### src/rtl/apu_pkg.sv
// Shared APU voice types: ADSR state enum and software-visible phase codes.
package apu_pkg;

    typedef enum logic [2:0] {
        ADSR_IDLE    = 3'd0,
        ADSR_ATTACK  = 3'd1,
        ADSR_DECAY   = 3'd2,
        ADSR_SUSTAIN = 3'd3,
        ADSR_RELEASE = 3'd4
    } adsr_state_t;

    localparam logic [2:0] ADSR_PHASE_IDLE    = 3'd0;
    localparam logic [2:0] ADSR_PHASE_ATTACK  = 3'd1;
    localparam logic [2:0] ADSR_PHASE_DECAY   = 3'd2;
    localparam logic [2:0] ADSR_PHASE_SUSTAIN = 3'd3;
    localparam logic [2:0] ADSR_PHASE_RELEASE = 3'd4;

endpackage

### src/rtl/envelope_scaler.sv
// Registered signed-sample x unsigned-gain multiply; gain is the top 16 envelope bits.
module envelope_scaler #(
    parameter int SAMPLE_WIDTH = 16
) (
    input  logic                    clk_i,
    input  logic                    rst_i,
    input  logic [SAMPLE_WIDTH-1:0] sample_i,
    input  logic [15:0]             gain_i,
    output logic [SAMPLE_WIDTH-1:0] sample_o
);

    logic signed [SAMPLE_WIDTH+16:0] prod;
    logic                            prod_unused;

    // Zero-extended gain keeps the multiply signed x unsigned; |result| <= |sample|.
    assign prod        = $signed(sample_i) * $signed({1'b0, gain_i});
    assign prod_unused = ^{prod[SAMPLE_WIDTH+16], prod[15:0]};

    always_ff @(posedge clk_i) begin
        if (rst_i) sample_o <= '0;
        else       sample_o <= prod[SAMPLE_WIDTH+15:16];
    end

endmodule

### src/rtl/adsr_envelope.sv
// ADSR envelope generator for one APU voice, advanced on sample_tick_i.
// Optional ADSR_ENVELOPE_APPLY_EN scales sample_i by the envelope; otherwise sample_i is registered through.
module adsr_envelope #(
    parameter int ENV_WIDTH    = 32,
    parameter int SAMPLE_WIDTH = 16
) (
    input  logic                    clk_i,
    input  logic                    rst_i,
    input  logic                    sample_tick_i,
    input  logic                    adsr_enable_i,
    input  logic                    adsr_start_i,
    input  logic [ENV_WIDTH-1:0]    attack_step_i,
    input  logic [ENV_WIDTH-1:0]    decay_step_i,
    input  logic [ENV_WIDTH-1:0]    release_step_i,
    input  logic [ENV_WIDTH-1:0]    sustain_duration_i,
    input  logic [ENV_WIDTH-1:0]    attack_level_i,
    input  logic [ENV_WIDTH-1:0]    sustain_level_i,
    input  logic [SAMPLE_WIDTH-1:0] sample_i,
    output logic [ENV_WIDTH-1:0]    envelope_o,
    output logic [2:0]              phase_o,
    output logic                    adsr_idle_o,
    output logic [SAMPLE_WIDTH-1:0] sample_o
);
    import apu_pkg::*;

    adsr_state_t          state;
    logic [ENV_WIDTH-1:0] env;
    logic [ENV_WIDTH-1:0] sus_cnt;
    logic [ENV_WIDTH:0]   att_sum;
    logic [ENV_WIDTH:0]   dec_floor;

    // One extra bit so level + step comparisons never wrap.
    assign att_sum   = {1'b0, env} + {1'b0, attack_step_i};
    assign dec_floor = {1'b0, sustain_level_i} + {1'b0, decay_step_i};

    always_ff @(posedge clk_i) begin
        if (rst_i) begin
            state   <= ADSR_IDLE;
            env     <= '0;
            sus_cnt <= '0;
        end else if (!adsr_enable_i) begin
            state <= ADSR_IDLE;
            env   <= '0;
        end else if (adsr_start_i) begin
            // Retrigger keeps the current level to avoid a click.
            state <= ADSR_ATTACK;
        end else if (sample_tick_i) begin
            case (state)
                ADSR_ATTACK: begin
                    if (att_sum >= {1'b0, attack_level_i}) begin
                        env   <= attack_level_i;
                        state <= ADSR_DECAY;
                    end else begin
                        env <= att_sum[ENV_WIDTH-1:0];
                    end
                end
                ADSR_DECAY: begin
                    if ({1'b0, env} <= dec_floor) begin
                        env     <= sustain_level_i;
                        sus_cnt <= sustain_duration_i;
                        state   <= ADSR_SUSTAIN;
                    end else begin
                        env <= env - decay_step_i;
                    end
                end
                ADSR_SUSTAIN: begin
                    if (sus_cnt == '0) state <= ADSR_RELEASE;
                    else               sus_cnt <= sus_cnt - 1'b1;
                end
                ADSR_RELEASE: begin
                    if (env <= release_step_i) begin
                        env   <= '0;
                        state <= ADSR_IDLE;
                    end else begin
                        env <= env - release_step_i;
                    end
                end
                default: ;
            endcase
        end
    end

    assign envelope_o  = env;
    assign phase_o     = state;
    assign adsr_idle_o = (state == ADSR_IDLE);

`ifdef ADSR_ENVELOPE_APPLY_EN
    envelope_scaler #(.SAMPLE_WIDTH(SAMPLE_WIDTH)) u_scaler (
        .clk_i    (clk_i),
        .rst_i    (rst_i),
        .sample_i (sample_i),
        .gain_i   (env[ENV_WIDTH-1 -: 16]),
        .sample_o (sample_o)
    );
`else
    always_ff @(posedge clk_i) begin
        if (rst_i) sample_o <= '0;
        else       sample_o <= sample_i;
    end
`endif

endmodule

### config.mk
export PLATFORM = sky130hd
export DESIGN_NAME = adsr_envelope
export DESIGN_NICKNAME = d
export VERILOG_FILES = /design/src/rtl/apu_pkg.sv /design/src/rtl/envelope_scaler.sv /design/src/rtl/adsr_envelope.sv
export SDC_FILE = /design/constraint.sdc
export NUM_CORES = 1
export LEC_CHECK = 0
export BUFFER_PORTS_ARGS = -buffer_cell sky130_fd_sc_hd__buf_2
export CORE_AREA = 2 2 129 181
export DETAILED_ROUTE_END_ITERATION = 12
export DIE_AREA = 0 0 131 183
export PLACE_DENSITY = 0.94
export SLEW_MARGIN = 20
export SYNTH_ARGS = -nofsm -noshare
export SYNTH_HDL_FRONTEND = slang
export SYNTH_SLANG_ARGS = --single-unit
### constraint.sdc
create_clock -name clk_i -period 10.2 [get_ports clk_i]
set_input_delay 3.06 -clock clk_i [delete_from_list [all_inputs] [get_ports clk_i]]
set_output_delay 3.06 -clock clk_i [all_outputs]
set_load 0.005 [all_outputs]
==> impl_metrics.csv <==
group,metric,value,unit
outcome,status,"completed",
clock_tree,clk_path_buf_depth,2,
yosys,synth_nets,2147,
clock_tree,cts_setup_buffers,0,
yosys,syn_area,12800,um^2
cells_and_area,final_common_cell,"buf_2",
floorplanning,die_height,183,um
yosys,synth-warning-count,0,
floorplanning,num_rows,65,
floorplanning,dieArea,24000,um^2
routing,drt-total-wl,44.5,mm
cells_and_area,final_cell_area,14600,um^2
sta,finalSetupViolations,0,
clock_tree,cts_root_buffer,"clkbuf_16",
clock_tree,cts_tree,"done",
clock_tree,htree_levels,3,
setup_path,cp.required,10450,ps
yosys,yosys_register_bits,83,
pwr,p_total,0.00112,W
yosys,synth_edf_count,0,
clock_tree,cts.sinks,83,
clock_tree,insertion_delay,360,ps
place,finalWeightedCongestion,1.02,
routing,firstDrtPassIters,6,
global_routing,overflow,0,
setup_path,timing.rr.start,"envelope_o[1]",
floorplanning,pin_count,265,
floorplanning,die-width,131,um
sta,fin_tns_setup,0,ps
place,dp_hpwl,36.1,mm
setup_path,path_max_fanout,54,
yosys,synth.area.top_cells,"ha_1 19%, dfxtp_1 13%, a21oi_1 7.1%, o21ai_0 5.5%, inv_1 4.2%",
place,io_buffers,264,
place,place_area,14300,um^2
sta,rsz0062_at_grt,"false",
global_routing,grtUsageTotal,36.1,%
yosys,synthArstFlopShare,0,%
routing,drc,0,
floorplanning,core_region_area,22400,um^2
sta,slew_headroom,28.3,%
clock_tree,cts_hold_buf,0,
yosys,synth-seq-area-share,13.0,%
min_path,min_from,"sus_cnt[15]",
yosys,synth_top_area_share,18.8,%
routing,wl_per_cell,19.6,um
sta,finalCriticalPeriod,9190,ps
min_path,min_path_cells,2,
global_routing,grt_pass1_vias,14200,
routing,postRouteAntennaNets,0,
sta,skew,14.6,ps
floorplanning,initial_core_util,57.2,%
yosys,syn_inst,1738,
setup_path,r2r_slack,3930,ps
setup_path,reg2regPathDepth,22,
sta,finalMaxSlewViolations,0,
pwr,p_leak,7.20,nW
cells_and_area,area_growth,14.2,%
cells_and_area,layout_common_cells,"264 x buf_2, 192 x ha_1, 181 x a21oi_1, 144 x inv_1, 140 x o21ai_0",
yosys,synth_area_leader_cell,"ha_1",
yosys,synthFlopType,"dfxtp_1",
clock_tree,cts_resized,0,
global_routing,grt_max_degree,55,
cells_and_area,finish.net_count,2367,
global_routing,grt_antenna_before_repair,5,
routing,routed_via_density,6.45,
min_path,hp-class,"flop to flop",
setup_path,crit_type,"primary input to flop",
sta,tightest_slew,1080,ps
setup_path,r2r_end,"envelope_o[30]",
pwr,cellPowerDensity,76.8,nW/um^2
sta,finalCritPeriodShare,90.1,%
min_path,whs_endpoint,"sus_cnt[15]",
global_routing,grt_pass1_wl,68.5,mm
clock_tree,numCtsBuffers,9,
pwr,irDropWorstVdd,0.100,mV
yosys,avgSynthCellArea,7.36,um^2
sta,fmax,109,MHz
setup_path,worst_ep_arrival_time,9440,ps
setup_path,cp-end-kind,"flop",
setup_path,cp-start-kind,"primary input",
sta,hold_viol_final,0,
cells_and_area,drive_above_1_share,17.8,%
clock_tree,path_clk_slew,80,ps
routing,drtIter0Drc,1153,
routing,via_count,14600,
job,drv_cap,0,
yosys,ys_types,81,
cell type report:
cell class	count	area [um^2]
timing repair buffer	272	1380
fill	1929	7760
inverter	144	541
antenna	3	7.51
sequential	83	1660
tap	301	377
clock inverter	7	82.6
clock buffer	9	225
multi-input combinational	1448	10300
cells in the mapped netlist, types with 20 or more instances:
library cell / count
a221oi_1: 20
nor3_1: 31
o21a_1: 22
nand2_1: 134
xor2_1: 43
xnor2_1: 61
nand3_1: 38
clkbuf_1: 52
nor2_1: 107
o21ai_0: 141
a21oi_1: 181
nor2b_1: 35
nand4_1: 21
dfxtp_1: 83
inv_1: 144
mux2_2: 34
a21o_1: 48
nand2b_1: 20
ha_1: 192
a211oi_1: 38
routing by layer:
layer	share of wire, %	vias up	GRT usage [%]
li1	-	6918	-
met1	34	6621	36.0
met2	48	798	62.7
met3	7.7	290	6.51
met4	11	4	31.8
met5	0.049	-	0
worst max-delay path by stage:
| stage | start | endpoint | slack [ps] |
|---|---|---|---|
| 3_5_place_dp | decay_step_i[0] | sus_cnt[5] | 890 |
| 6_report | decay_step_i[0] | sus_cnt[5] | 1010 |
| 4_1_cts | decay_step_i[0] | sus_cnt[5] | 1210 |
| 5_1_grt | decay_step_i[0] | sus_cnt[5] | 430 |
| 3_3_place_gp | decay_step_i[0] | sus_cnt[0] | 1270 |
| 2_1_floorplan | decay_step_i[0] | envelope_o[16] | 2060 |
worst max-delay path, cell delays in order:
cell and delay, ps:
buf_2 90, ha_1 220, inv_1 70, fa_1 410
nand2b_1 180, a21oi_1 230, o311a_1 250, o21ai_0 130
a31oi_1 450, o21ai_0 150, a21boi_0 220, o21ai_0 160
nor4b_1 180, a2111oi_0 420, ha_1 210, nand2_1 60
or4_1 560, nor2_1 160, a41o_1 190, nor4_2 70
a21oi_1 750, o21a_1 230, buf_4 440, o21ai_0 180
a221oi_1 310
metrics by stage:
step                setup slack (ps)  util, %  cells  hold slack (ps)
floorplan                       2060        -   1738              460
finish                          1010     65.3   2267              501
detailed placement               889     63.9   2248              482
global route                     426     65.3   2266              520
CTS                             1210     65.3   2264              496
global placement                1270     63.9   2248              469
power by group:
part	internal, W	switching (W)	total, W
clock network	0.000194	0.000155	0.000350
registers	0.000329	0.00000602	0.000335
logic	0.000188	0.000248	0.000436
total	0.000712	0.000409	0.00112
logic make-up after synthesis:
group,count (synthesis),synth area share [%]
adders and majority gates,196,19.4
muxes,43,3.70
AOI/OAI and AO/OA,623,31.6
buffers and inverters,207,6.25
DFF,83,13.0
and+or+nand+nor,482,18.9
xor gates and xnor gates,104,7.12
sequential cells by signal (all words and copies together) (netlist names):
| signal | count |
|---|---|
| phase_o | 3 |
| envelope_o | 32 |
| sample_o | 16 |
| sus_cnt | 32 |
Power figures use the tool's default switching activity.
